$ cat config.mk
export PLATFORM = sky130hd
export DESIGN_NAME = move_executor
export DESIGN_NICKNAME = d
export VERILOG_FILES = /design/src/rtl/move_executor.sv
export SDC_FILE = /design/constraint.sdc
export NUM_CORES = 1
export LEC_CHECK = 0
export BUFFER_PORTS_ARGS = -buffer_cell sky130_fd_sc_hd__buf_4
export CORE_UTILIZATION = 33
export CTS_CLUSTER_SIZE = 8
export DETAILED_ROUTE_END_ITERATION = 16
export GPL_ROUTABILITY_DRIVEN = 0
export SYNTH_ARGS = -nofsm -noshare
export SYNTH_HDL_FRONTEND = slang
export SYNTH_SLANG_ARGS = --single-unit
$ cat constraint.sdc
create_clock -name clock -period 3.03 [get_ports clock]
set_input_delay 0.303 -clock clock [delete_from_list [all_inputs] [get_ports clock]]
set_output_delay 0.303 -clock clock [all_outputs]
set_load 0.05 [all_outputs]
$ cat src/rtl/move_executor.sv
// Single-face quarter-turn executor: drives step/dir pins of six stepper drivers per move code.
// Optional MOVE_EXEC_RAMP_EN doubles the period of the first/last RAMP_STEPS steps.
module move_executor #(
  parameter int unsigned STEPS_PER_QUARTER = 50,
  parameter int unsigned STEP_PERIOD       = 2000,
  parameter int unsigned PULSE_WIDTH       = 200,
  parameter int unsigned DIR_SETUP         = 100,
  parameter int unsigned SETTLE_CYCLES     = 50000,
  parameter int unsigned RAMP_STEPS        = 8
) (
  input  logic        clock,
  input  logic        reset,
  input  logic        start_move,
  input  logic [3:0]  next_move,
  output logic        move_done,
  output logic        busy,
  output logic        bad_move,
  output logic        motor_en,
  output logic [5:0]  step,
  output logic [5:0]  dir,
  output logic [15:0] move_count
);

`ifdef MOVE_EXEC_RAMP_EN
  localparam int unsigned LO_MAX = 2 * STEP_PERIOD - PULSE_WIDTH;
`else
  localparam int unsigned LO_MAX = STEP_PERIOD - PULSE_WIDTH;
`endif
  localparam int unsigned MAX_A = (DIR_SETUP > PULSE_WIDTH) ? DIR_SETUP : PULSE_WIDTH;
  localparam int unsigned MAX_B = (LO_MAX > SETTLE_CYCLES) ? LO_MAX : SETTLE_CYCLES;
  localparam int unsigned TMAX  = (MAX_A > MAX_B) ? MAX_A : MAX_B;
  localparam int unsigned TW    = $clog2(TMAX + 1);
  localparam int unsigned SW    = $clog2(STEPS_PER_QUARTER + 1);

  localparam logic [2:0] S_IDLE    = 3'd0;
  localparam logic [2:0] S_SETUP   = 3'd1;
  localparam logic [2:0] S_STEP_HI = 3'd2;
  localparam logic [2:0] S_STEP_LO = 3'd3;
  localparam logic [2:0] S_SETTLE  = 3'd4;
  localparam logic [2:0] S_DONE    = 3'd5;

  logic [2:0]    state;
  logic [2:0]    face;
  logic [TW-1:0] timer;
  logic [SW-1:0] step_cnt;
  logic [TW-1:0] lo_load;
  logic          legal;
  logic          cw;
  logic [2:0]    face_d;
  logic [5:0]    face_mask;

  always_comb begin
    legal  = 1'b0;
    cw     = 1'b0;
    face_d = '0;
    if (next_move >= 4'd1 && next_move <= 4'd6) begin
      legal  = 1'b1;
      cw     = 1'b1;
      face_d = 3'(next_move - 4'd1);
    end else if (next_move >= 4'd7 && next_move <= 4'd12) begin
      legal  = 1'b1;
      face_d = 3'(next_move - 4'd7);
    end
  end

  assign face_mask = 6'b000001 << face;

`ifdef MOVE_EXEC_RAMP_EN
  // Ramp steps keep the same high time; the extra period goes into the low phase.
  logic lo_long;
  assign lo_long = (32'(step_cnt) < RAMP_STEPS) ||
                   (32'(step_cnt) + RAMP_STEPS >= STEPS_PER_QUARTER);
  assign lo_load = lo_long ? TW'(2 * STEP_PERIOD - PULSE_WIDTH - 1)
                           : TW'(STEP_PERIOD - PULSE_WIDTH - 1);
`else
  logic unused_ramp;
  assign unused_ramp = |RAMP_STEPS;
  assign lo_load     = TW'(STEP_PERIOD - PULSE_WIDTH - 1);
`endif

  always_ff @(posedge clock) begin
    if (reset) begin
      state      <= S_IDLE;
      face       <= '0;
      timer      <= '0;
      step_cnt   <= '0;
      move_done  <= 1'b0;
      busy       <= 1'b0;
      bad_move   <= 1'b0;
      motor_en   <= 1'b0;
      step       <= '0;
      dir        <= '0;
      move_count <= '0;
    end else begin
      move_done <= 1'b0;
      bad_move  <= 1'b0;
      case (state)
        S_IDLE: begin
          if (start_move) begin
            if (legal) begin
              face     <= face_d;
              dir      <= cw ? (6'b000001 << face_d) : '0;
              busy     <= 1'b1;
              motor_en <= 1'b1;
              timer    <= TW'(DIR_SETUP - 1);
              step_cnt <= '0;
              state    <= S_SETUP;
            end else begin
              move_done <= 1'b1;
              bad_move  <= 1'b1;
            end
          end
        end
        S_SETUP: begin
          if (timer == '0) begin
            step  <= face_mask;
            timer <= TW'(PULSE_WIDTH - 1);
            state <= S_STEP_HI;
          end else begin
            timer <= timer - 1'b1;
          end
        end
        S_STEP_HI: begin
          if (timer == '0) begin
            step  <= '0;
            timer <= lo_load;
            state <= S_STEP_LO;
          end else begin
            timer <= timer - 1'b1;
          end
        end
        S_STEP_LO: begin
          if (timer == '0) begin
            if (step_cnt == SW'(STEPS_PER_QUARTER - 1)) begin
              step_cnt <= '0;
              timer    <= TW'(SETTLE_CYCLES - 1);
              state    <= S_SETTLE;
            end else begin
              step_cnt <= step_cnt + 1'b1;
              step     <= face_mask;
              timer    <= TW'(PULSE_WIDTH - 1);
              state    <= S_STEP_HI;
            end
          end else begin
            timer <= timer - 1'b1;
          end
        end
        S_SETTLE: begin
          if (timer == '0) begin
            move_done  <= 1'b1;
            busy       <= 1'b0;
            motor_en   <= 1'b0;
            dir        <= '0;
            move_count <= move_count + 1'b1;
            state      <= S_DONE;
          end else begin
            timer <= timer - 1'b1;
          end
        end
        S_DONE:  state <= S_IDLE;
        default: state <= S_IDLE;
      endcase
    end
  end

endmodule
==> out/summary.txt <==
STATUS
---------------------------------------------------------------------------
Result of the run                                              complete, no violations

GLOBAL ROUTE
---------------------------------------------------------------------------
Met2 routing resource usage after global routing                      27.5%
Global router's overall resource usage                                17.3%
Remaining Overflow, GRT                                                   0
GR Layer Usage met3                                                   3.63%
Wire length of the first global-routing pass                       14100 µm
Global-route layer with the greatest usage                             met2
Initial antenna violation count                                           0
Via count of the first global-routing pass                             2892
Maximum number of pins on one net before global-route repair             56
Grt met1 use                                                          22.8%

SYNTH
---------------------------------------------------------------------------
Yosys top cell area share                                             35.8%
Number of synthesized flops with an enable pin                            0
Post-synthesis average cell area                                   8.33 µm²
Leading cell types by count after synthesis                    sky130_fd_sc_hd__dfxtp_1, sky130_fd_sc_hd__nor2_1, sky130_fd_sc_hd__a21oi_1
Most common cell in the synthesized netlist                    sky130_fd_sc_hd__dfxtp_1
Cell count after synthesis                                              396
Most used flip-flop cell after synthesis                       sky130_fd_sc_hd__dfxtp_1
Number of warnings printed during yosys synthesis                         0
Yosys cell types                                                         65
Cell taking the most area after synthesis                      sky130_fd_sc_hd__dfxtp_1
Mapped Nets                                                             411
Leading post-synthesis cells by cell area                      sky130_fd_sc_hd__dfxtp_1, sky130_fd_sc_hd__nor2_1, sky130_fd_sc_hd__xnor2_1, sky130_fd_sc_hd__nor4_1, sky130_fd_sc_hd__a21oi_1
Netlist Area Pre-Place                                             3300 µm²
Register bit count reported by yosys                                     59
Sequential-to-total area share from yosys stat                        35.8%
Async SR Flop Fraction                                                   0%

LAYOUT
---------------------------------------------------------------------------
Ratio of cells with drive above 1 in the final layout                 18.4%
Register cell area after layout                                    1180 µm²
NumNets Final                                                           450
Multi-input logic area                                             1960 µm²
Ant. Diodes                                                               0
Synth-to-Final Area Change                                            19.2%
Fill cell count                                                        1050

CRITICAL PATH
---------------------------------------------------------------------------
Required time reported for the critical path endpoint               3290 ps
CP Launch Point                                                    timer[0]
Critical path endpoint                                          step_cnt[1]
Maximum fanout encountered on the critical timing path                   12
CP startpoint kind                                                     flop
CP arrival                                                          2640 ps
Reg2reg path depth                                                        8
Worst reg-to-reg setup slack                                         650 ps
Worst flop-to-flop path startpoint                                 timer[0]
Critical setup path kind                                       flop to flop
Crit Reg-Reg Endpoint                                           step_cnt[1]
Worst Setup End Kind                                                   flop

FLOORPLANNING
---------------------------------------------------------------------------
Floorplan die area                                                10400 µm²
Initial core utilization                                              33.9%
Row Count                                                                36
Placeable Area                                                     9730 µm²
Die Span X                                                           102 µm
Number of top-level pins                                                 39
Y dimension of the die                                               102 µm

POWER
---------------------------------------------------------------------------
P_leak                                                              1.49 nW
Maximum VDD drop                                                   0.338 mV
Internal power contribution                                         1.52 mW
Power share of the combinational group                                32.5%
Part of the power in registers                                        37.2%
Pwr dens                                                         618 nW/µm²
Psw                                                                0.912 mW
Clock group share of total power                                      30.3%
Sw Share                                                              37.6%
Post-layout total power                                             2.43 mW

CLOCK TREE
---------------------------------------------------------------------------
Largest buffer count on any clock path                                    2
Clk slew on worst S/H paths                                           70 ps
Num CTS Buffers                                                           9
Hold-fix buffers, CTS                                                     0
Post-CTS sizing                                                           0
Clock latency on the worst-skew pair                                 350 ps
Post-CTS Setup Repair Bufs                                                0
Number of sinks handled by clock tree synthesis                          59
Clock tree from TritonCTS                                              done
Cell at the root of the clock tree                             sky130_fd_sc_hd__clkbuf_8
Number of levels in the clock H-tree                                      3

STA
---------------------------------------------------------------------------
Crit path time final                                                2380 ps
Final setup violating endpoints                                           0
Setup TNS after final layout                                           0 ps
Max Fclk                                                          0.420 GHz
Unrepaired setup endpoints after global routing                          no
Clock tree skew after final layout                                  9.50 ps
Slew Limit Fails                                                          0
Transition time at the pin with the least slew margin                596 ps
Final hold violation count                                                0
Tcrit/Tclk final                                                      78.5%
Slew margin rel.                                                      60.3%

DRT
---------------------------------------------------------------------------
Final routed wirelength across all metal layers                     8320 µm
Average detailed-routed wire length per instance                    14.5 µm
1st-pass router iterations                                                4
Antenna violation net count after detailed routing                        0
Per-cell via count in the routed design                                5.44
Number of DRC violations after detailed-routing iteration 0             118
DRC                                                                       0
Total via count after detailed routing                                 3119

PLACEMENT
---------------------------------------------------------------------------
PortBufs                                                                 38
Half-perimeter wire length of the detailed placement result         5700 µm

MIN PATH
---------------------------------------------------------------------------
Hold Crit Class                                                primary input to flop

RUN
---------------------------------------------------------------------------
Max-cap violations                                                        0

==> routing by layer <==
metal / vias up / share of wire [%]
met4: 0 / 1.2
met1: 1487 / 48
met3: 9 / 4.6
li1: 1557 / -
met2: 66 / 46
met5: - / 0
==> worst min path at each step <==
stage,slack (ps),startpoint,endpoint,cells after the start
after floorplan,400,next_move[0],face[0],1
after global placement,450,dir[5],dir[5],2
after detailed placement,450,dir[5],dir[5],2
after CTS,200,next_move[0],face[0],2
after global routing,210,next_move[0],face[0],2
final,210,next_move[0],face[0],2
==> layout make-up <==
class / instances / share of cell area [%]
inverter: 14 / 1.34
sequential: 59 / 30.1
tap: 133 / 4.23
clock buffer: 9 / 3.15
multi-input combinational: 302 / 49.9
clock inverter: 7 / 1.97
timing repair buffer: 49 / 9.36
==> cell families (layout without fill, tap and decap cells) <==
family / Yosys count / after routing / synth area share (%)
compound gates: 85 / 85 / 17.9
xor+xnor: 24 / 24 / 6.37
simple gates: 177 / 177 / 29.6
buf+inv: 35 / 79 / 4.74
mux: 8 / 8 / 2.50
flops: 59 / 59 / 35.8
fa+ha+maj: 8 / 8 / 3.04
==> sequential cells by signal, summed over array words and instances, names as in the netlist, 3 cells and up <==
name / flops
state: 3
dir: 6
timer: 16
move_count: 16
step_cnt: 6
face: 3
step: 6
==> worst max-delay path, cell delays in order, from the launching register on <==
cell and delay (ps):
sky130_fd_sc_hd__dfxtp_1 420, sky130_fd_sc_hd__inv_1 60, sky130_fd_sc_hd__ha_1 270, sky130_fd_sc_hd__nor4b_2 180, sky130_fd_sc_hd__buf_4 160, sky130_fd_sc_hd__and4_1 190, sky130_fd_sc_hd__a31oi_2 490, sky130_fd_sc_hd__o21ai_1 270
sky130_fd_sc_hd__a211oi_1 250
==> cells in the final DEF, fill, tap and decap left out, types with 7 or more instances in the layout <==
cell type / synthesis / final
sky130_fd_sc_hd__dfxtp_1: 59 / 59
sky130_fd_sc_hd__nor2_1: 54 / 54
sky130_fd_sc_hd__buf_4: 1 / 49
sky130_fd_sc_hd__a21oi_1: 23 / 23
sky130_fd_sc_hd__nor4_1: 19 / 19
sky130_fd_sc_hd__nand2_1: 18 / 18
sky130_fd_sc_hd__xnor2_1: 17 / 17
sky130_fd_sc_hd__nor3_1: 15 / 15
sky130_fd_sc_hd__inv_1: 14 / 14
sky130_fd_sc_hd__nand3_1: 13 / 13
sky130_fd_sc_hd__o21ai_0: 9 / 9
sky130_fd_sc_hd__nand4_1: 9 / 9
sky130_fd_sc_hd__clkbuf_8: 0 / 9
sky130_fd_sc_hd__or3_1: 8 / 8
sky130_fd_sc_hd__ha_1: 8 / 8
sky130_fd_sc_hd__xor2_1: 7 / 7
==> power by group through the flow <==
| stage | combinational, mW | sequential (mW) | clock, mW |
|---|---|---|---|
| floorplan | 0.574 | 0.928 | 0 |
| global placement | 0.775 | 0.918 | 0 |
| detailed placement | 0.779 | 0.920 | 0 |
| CTS | 0.786 | 0.903 | 0.752 |
| global route | 0.875 | 0.916 | 0.784 |
| finish | 0.788 | 0.903 | 0.736 |
==> through the flow <==
stage	hold WS, ps	util (%)	setup slack (ps)	instance area, µm²	instances
after global placement	446	38.3	587	3730	557
after CTS	201	40.4	661	3930	573
after detailed placement	453	38.3	523	3730	557
final	211	40.4	651	3930	573
after global routing	211	40.4	401	3930	573
after floorplan	399	-	897	3300	396
Power figures use the tool's default switching activity.
